[src/rtl/dds_phase_accumulator.sv]
// Numerically controlled oscillator: a tuning word is integrated into a wide phase accumulator on each sample tick.
// The tuning word can glide linearly toward a new target (portamento), and a hard-sync input clears the accumulator.
//
// state | meaning
// IDLE  | cur_tw == target == 0; accumulator frozen
// RUN   | cur_tw == target != 0
// GLIDE | cur_tw stepping toward target; new tuning words held off
module dds_phase_accumulator #(
    parameter int n     = 14,
    parameter int ACC_W = 24,
    parameter int TW_W  = 16
) (
    input  logic            clk,
    input  logic            rst,
    input  logic            tick,
    input  logic [TW_W-1:0] tw_in,
    input  logic            tw_valid,
    output logic            tw_ready,
    input  logic [TW_W-1:0] glide_rate,
    input  logic            sync,
    output logic [n-1:0]    phase,
    output logic            wrap,
    output logic [TW_W-1:0] cur_tw,
    output logic            gliding
);

    localparam int EXT_W = ACC_W + 1 - TW_W;

    typedef enum logic [1:0] {
        ST_IDLE  = 2'd0,
        ST_RUN   = 2'd1,
        ST_GLIDE = 2'd2
    } state_t;

    state_t          state_q, state_d;
    logic [ACC_W-1:0] acc_q, acc_d;
    logic [TW_W-1:0]  cur_tw_q, cur_tw_d;
    logic [TW_W-1:0]  target_q, target_d;
    logic             wrap_q, wrap_d;

    logic             accept;
    logic [ACC_W:0]   sum;
    logic [TW_W-1:0]  diff;
    logic             target_above;

    always_ff @(posedge clk or posedge rst) begin
        if (rst) begin
            state_q  <= ST_IDLE;
            acc_q    <= '0;
            cur_tw_q <= '0;
            target_q <= '0;
            wrap_q   <= 1'b0;
        end else begin
            state_q  <= state_d;
            acc_q    <= acc_d;
            cur_tw_q <= cur_tw_d;
            target_q <= target_d;
            wrap_q   <= wrap_d;
        end
    end

    always_comb begin
        state_d      = state_q;
        acc_d        = acc_q;
        cur_tw_d     = cur_tw_q;
        target_d     = target_q;
        wrap_d       = 1'b0;
        accept       = tw_valid && (state_q != ST_GLIDE);
        sum          = {1'b0, acc_q} + {{EXT_W{1'b0}}, cur_tw_q};
        target_above = (target_q > cur_tw_q);
        diff         = target_above ? (target_q - cur_tw_q) : (cur_tw_q - target_q);

        // The add always uses the tuning word held before this edge's glide/accept update.
        if (tick) begin
            acc_d  = sum[ACC_W-1:0];
            wrap_d = sum[ACC_W];
        end
        if (sync) begin
            acc_d  = '0;
            wrap_d = 1'b0;
        end

        // Accept and glide step are mutually exclusive: tw_ready is low throughout GLIDE.
        if (tick && (state_q == ST_GLIDE)) begin
            if (diff <= glide_rate) begin
                cur_tw_d = target_q;
                state_d  = (target_q == '0) ? ST_IDLE : ST_RUN;
            end else if (target_above) begin
                cur_tw_d = cur_tw_q + glide_rate;
            end else begin
                cur_tw_d = cur_tw_q - glide_rate;
            end
        end else if (accept) begin
            target_d = tw_in;
            if (glide_rate == '0) begin
                cur_tw_d = tw_in;
                state_d  = (tw_in == '0) ? ST_IDLE : ST_RUN;
            end else if (tw_in != cur_tw_q) begin
                state_d = ST_GLIDE;
            end
        end
    end

    assign phase    = acc_q[ACC_W-1 -: n];
    assign wrap     = wrap_q;
    assign cur_tw   = cur_tw_q;
    assign gliding  = (state_q == ST_GLIDE);
    assign tw_ready = (state_q != ST_GLIDE);

endmodule
[config.mk]
export PLATFORM = sky130hd
export DESIGN_NAME = dds_phase_accumulator
export DESIGN_NICKNAME = d
export VERILOG_FILES = /design/src/rtl/dds_phase_accumulator.sv
export SDC_FILE = /design/constraint.sdc
export NUM_CORES = 1
export LEC_CHECK = 0
export ABC_CLOCK_PERIOD_IN_PS = 4600
export BUFFER_PORTS_ARGS = -buffer_cell sky130_fd_sc_hd__buf_2
export CAP_MARGIN = 10
export CELL_PAD_IN_SITES_DETAIL_PLACEMENT = 0
export CELL_PAD_IN_SITES_GLOBAL_PLACEMENT = 1
export CORE_UTILIZATION = 41
export DETAILED_ROUTE_END_ITERATION = 10
export PLACE_DENSITY_LB_ADDON = 0.2
export SETUP_SLACK_MARGIN = 0.15
export SKIP_LAST_GASP = 1
export SLEW_MARGIN = 20
export SYNTH_ARGS = -nofsm -noshare
export SYNTH_HDL_FRONTEND = slang
export SYNTH_SLANG_ARGS = --single-unit
export TNS_END_PERCENT = 50
[constraint.sdc]
create_clock -name clk -period 4.6 [get_ports clk]
set_clock_uncertainty 0.05 [all_clocks]
set_input_delay 0.92 -clock clk [delete_from_list [all_inputs] [get_ports clk]]
set_output_delay 0.92 -clock clk [all_outputs]
set_load 0.005 [all_outputs]
==> out/metrics.csv <==
metric,value,unit
outcome,finished clean,
drv_slew,0,
register_bit_count_reported_by_yosys,59,
synthFlopType,sky130_fd_sc_hd__dfrtp_1,
mappedNetlistNets,928,
worst-path-buf-inv,5,
detailed_place.area,7750,um^2
total_standard_cell_area_after_synthesis,6650,um^2
grt_pass1_wl,33000,um
slowest_delay,0.38,ns
multi_input_area,4890,um^2
synth.yosys.seq_area_share,22.2,%
highest-signal-layer,met4,
netlist.top_cell.by_area,sky130_fd_sc_hd__dfrtp_1,
ant_cells,0,
synth.area.top_cells,"sky130_fd_sc_hd__dfrtp_1 (22%), sky130_fd_sc_hd__ha_1 (15%), sky130_fd_sc_hd__xnor2_1 (7.1%)",
clk-insertion-delay-late,0.33,ns
wl_per_cell,18.3,um
hp-class,flip-flop to flip-flop,
design.final.nets,1075,
netlist-cell-type-count,75,
detail_route.first_pass.iterations,5,
rr_startpoint,target_q[0],
timing.rr.end,cur_tw[14],
route.antenna.remaining_nets,0,
share_of_the_synthesized_area_in_the_top_cell_type,22.2,%
yosysWarningCount,0,
clock_path_buffers,2,
die-area,16700,um^2
cts-hold-fix-buffers,0,
timing.hold.worst.start,acc_q[4],
syn-instance-count,808,
dp.cells,1147,
grt_remaining_overflow,0,
synth_edf_count,0,
cts_sinks,59,
clk_pin_slew_worst_paths,0.05,ns
cpLargestDelayFamily,compound AO/OA/AOI/OAI gates,
floorplan.die.height,129,um
number_of_buffers_created_by_cts,9,
post_route_cells_drive_above_1_share,28.0,%
finalCritPeriodShare,99.7,%
finalSetupViolCount,0,
drc_violation_count_after_routing,0,
met2_length,10100,um
io_pins,70,
final-instance-count-excl-fill,1176,
critical_path_class,flip-flop to flip-flop,
initial_utilization,41.9,%
final_core_util,53.4,%
grt_usage,25.6,%
cts-root-buf,sky130_fd_sc_hd__clkbuf_16,
core-area,15900,um^2
crit_required,4.77,ns
cp_cell_sequence,inv_1 -> ha_2 -> inv_2 -> fa_2 -> a211oi_4 -> o21ai_2 -> a31oi_4 -> o21a_2 -> nor2_4 -> nor3_2 -> a2bb2oi_2 -> xnor2_1 -> ha_1 -> nand3_2 -> buf_6 -> a211o_1 -> a31oi_4 -> a2111oi_4 -> buf_4 -> or2_4 -> clkbuf_16 -> nor3_2 -> mux2i_1 -> and3_1,
critical-path-slowest-cell,sky130_fd_sc_hd__dfrtp_1,
area_growth_syn_to_layout,27.5,%
drt-met1-wl,10300,um
htree_num_levels,3,
first_global_vias,6341,
place.detailed.hpwl,16800,um
cp_data_arrival_time,4.75,ns
clock_tree_from_tritoncts,built,
core.rowCount,46,
avgViaCountPerCell,5.54,
setup.worst_path.end_class,flip-flop,
fmaxAchievable,218,MHz
max_capacitance_violation_count,0,
die_w,129,um
seqCellArea,1480,um^2
synth_async_sr_flop_share,100,%
report.final.hold_viol_count,0,
met3_wirelength,875,um
num_vias,6518,
globalplace.congestion,0.919,
endpoint_with_the_worst_hold_slack,acc_q[4],
initial_antenna_violation_count,0,
timing_worst_slew_pin_value,0.925,ns
grt_setup_unrepaired,true,
cp_max_fanout,6,
period_minus_slack,4.58,ns
timing.hold.worst_path_depth,2,
grt_start_max_net_pins,36,
yosys-top-cells-count,"sky130_fd_sc_hd__ha_1 (79), sky130_fd_sc_hd__inv_1 (79), sky130_fd_sc_hd__a21oi_1 (72)",
filler_cell_count,1566,
r2r_cells,24,
totalWireLength,21600,um
post_synthesis_area_per_instance,8.23,um^2
finalInstanceArea,8480,um^2
r2r_slack,0.02,ns
slew_headroom,38.2,%
detailedRoute.firstIterationViolations,414,
placement.io_buffers,69,
timing.critical_path.from_type,flip-flop,
-- per-layer routing --
layer / track usage, % / vias up
li1: - / 3167
met1: 34.6 / 3170
met2: 42.9 / 157
met3: 3.80 / 24
met4: 5.88 / 0
met5: 0 / -
-- worst reg2reg max path, stage by stage (launching register included) --
cell	delay, ns
sky130_fd_sc_hd__dfrtp_1	0.38
sky130_fd_sc_hd__inv_1	0.06
sky130_fd_sc_hd__ha_2	0.17
sky130_fd_sc_hd__inv_2	0.04
sky130_fd_sc_hd__fa_2	0.37
sky130_fd_sc_hd__a211oi_4	0.24
sky130_fd_sc_hd__o21ai_2	0.11
sky130_fd_sc_hd__a31oi_4	0.21
sky130_fd_sc_hd__o21a_2	0.23
sky130_fd_sc_hd__nor2_4	0.08
sky130_fd_sc_hd__nor3_2	0.20
sky130_fd_sc_hd__a2bb2oi_2	0.19
sky130_fd_sc_hd__xnor2_1	0.09
sky130_fd_sc_hd__ha_1	0.31
sky130_fd_sc_hd__nand3_2	0.10
sky130_fd_sc_hd__buf_6	0.13
sky130_fd_sc_hd__a211o_1	0.29
sky130_fd_sc_hd__a31oi_4	0.17
sky130_fd_sc_hd__a2111oi_4	0.05
sky130_fd_sc_hd__buf_4	0.15
sky130_fd_sc_hd__or2_4	0.28
sky130_fd_sc_hd__clkbuf_16	0.17
sky130_fd_sc_hd__nor3_2	0.15
sky130_fd_sc_hd__mux2i_1	0.09
sky130_fd_sc_hd__and3_1	0.17
-- flip-flops by register name, indices dropped and copies added (netlist names) --
name	count
state_q	2
acc_q	24
cur_tw	16
target_q	16
wrap	1
-- how the worst max path moves through the flow --
stage | startpoint | endpoint | slack [ns] | cells after the start
2_1_floorplan | cur_tw[0] | cur_tw[0] | 0.18 | 23
3_3_place_gp | target_q[0] | cur_tw[3] | -0.13 | 23
3_5_place_dp | target_q[0] | cur_tw[0] | -0.24 | 23
4_1_cts | target_q[0] | cur_tw[0] | -0.12 | 23
5_1_grt | target_q[0] | cur_tw[0] | -0.18 | 24
6_report | target_q[0] | cur_tw[14] | 0.02 | 24
-- what timing repair did --
action | in CTS | in global routing
gates cloned | 0 | 3
setup endpoints to repair | 18 | 18
buffers inserted | 1 | 9
hold endpoints to repair | 0 | 0
pin swaps | 4 | 21
gates resized for setup | 5 | 57
-- layout make-up --
| class | count | area share, % |
|---|---|---|
| repair buffers | 178 | 14.5 |
| clock buffers | 9 | 2.66 |
| inverters | 79 | 3.50 |
| well taps | 216 | 3.19 |
| multi-input cells | 628 | 57.7 |
| clock inverters | 7 | 1.09 |
| flip-flops and latches | 59 | 17.4 |
-- cells by family (layout without fill, tap and decap cells) --
logic type	count (synthesis)	after routing	synth area share, %
compound gates	224	224	21.8
simple gates	214	214	16.7
buf+inv	121	273	8.22
fa+ha+maj	83	83	16.1
xor+xnor	71	71	9.35
flops	59	59	22.2
mux	36	36	5.61
-- per-stage QoR --
stage | hold slack [ns] | worst slack [ns] | setup TNS [ns]
after global routing | 0.500 | -0.178 | -2.40
final | 0.474 | 0.0155 | 0
after CTS | 0.477 | -0.118 | -0.555
after detailed placement | 0.463 | -0.245 | -2.64
after global placement | 0.441 | -0.128 | -0.971
after floorplan | 0.422 | 0.183 | 0
-- cells in the final DEF, fill, tap and decap left out, types with 4 or more instances in the layout --
cell type                   instances
sky130_fd_sc_hd__buf_6              4
sky130_fd_sc_hd__a21o_1            23
sky130_fd_sc_hd__a211oi_2           7
sky130_fd_sc_hd__and3_1             7
sky130_fd_sc_hd__a21oi_1           63
sky130_fd_sc_hd__nor3_1            11
sky130_fd_sc_hd__nor4_1            11
sky130_fd_sc_hd__or3_1             11
sky130_fd_sc_hd__nor2b_1            5
sky130_fd_sc_hd__buf_4            102
sky130_fd_sc_hd__xor2_1            17
sky130_fd_sc_hd__dfrtp_1           58
sky130_fd_sc_hd__nor2_1            70
sky130_fd_sc_hd__mux2i_2            5
sky130_fd_sc_hd__and4_1             5
sky130_fd_sc_hd__a21oi_2            7
sky130_fd_sc_hd__mux2i_1           23
sky130_fd_sc_hd__buf_2             69
sky130_fd_sc_hd__nand2b_1           4
sky130_fd_sc_hd__o21ai_1            9
sky130_fd_sc_hd__a31oi_1            9
sky130_fd_sc_hd__nand2_1           40
sky130_fd_sc_hd__inv_1             77
sky130_fd_sc_hd__o21ai_0           32
sky130_fd_sc_hd__a211oi_1          16
sky130_fd_sc_hd__clkbuf_16         11
sky130_fd_sc_hd__nand3_1           12
sky130_fd_sc_hd__xnor2_1           53
sky130_fd_sc_hd__nand4_1           10
sky130_fd_sc_hd__o21a_1             4
sky130_fd_sc_hd__mux2_2             6
sky130_fd_sc_hd__o21bai_1           5
sky130_fd_sc_hd__ha_1              78
sky130_fd_sc_hd__o211ai_1           8
Power is not shown: default switching activity piles up to over one toggle a cycle in this logic, so the estimate is an artifact.
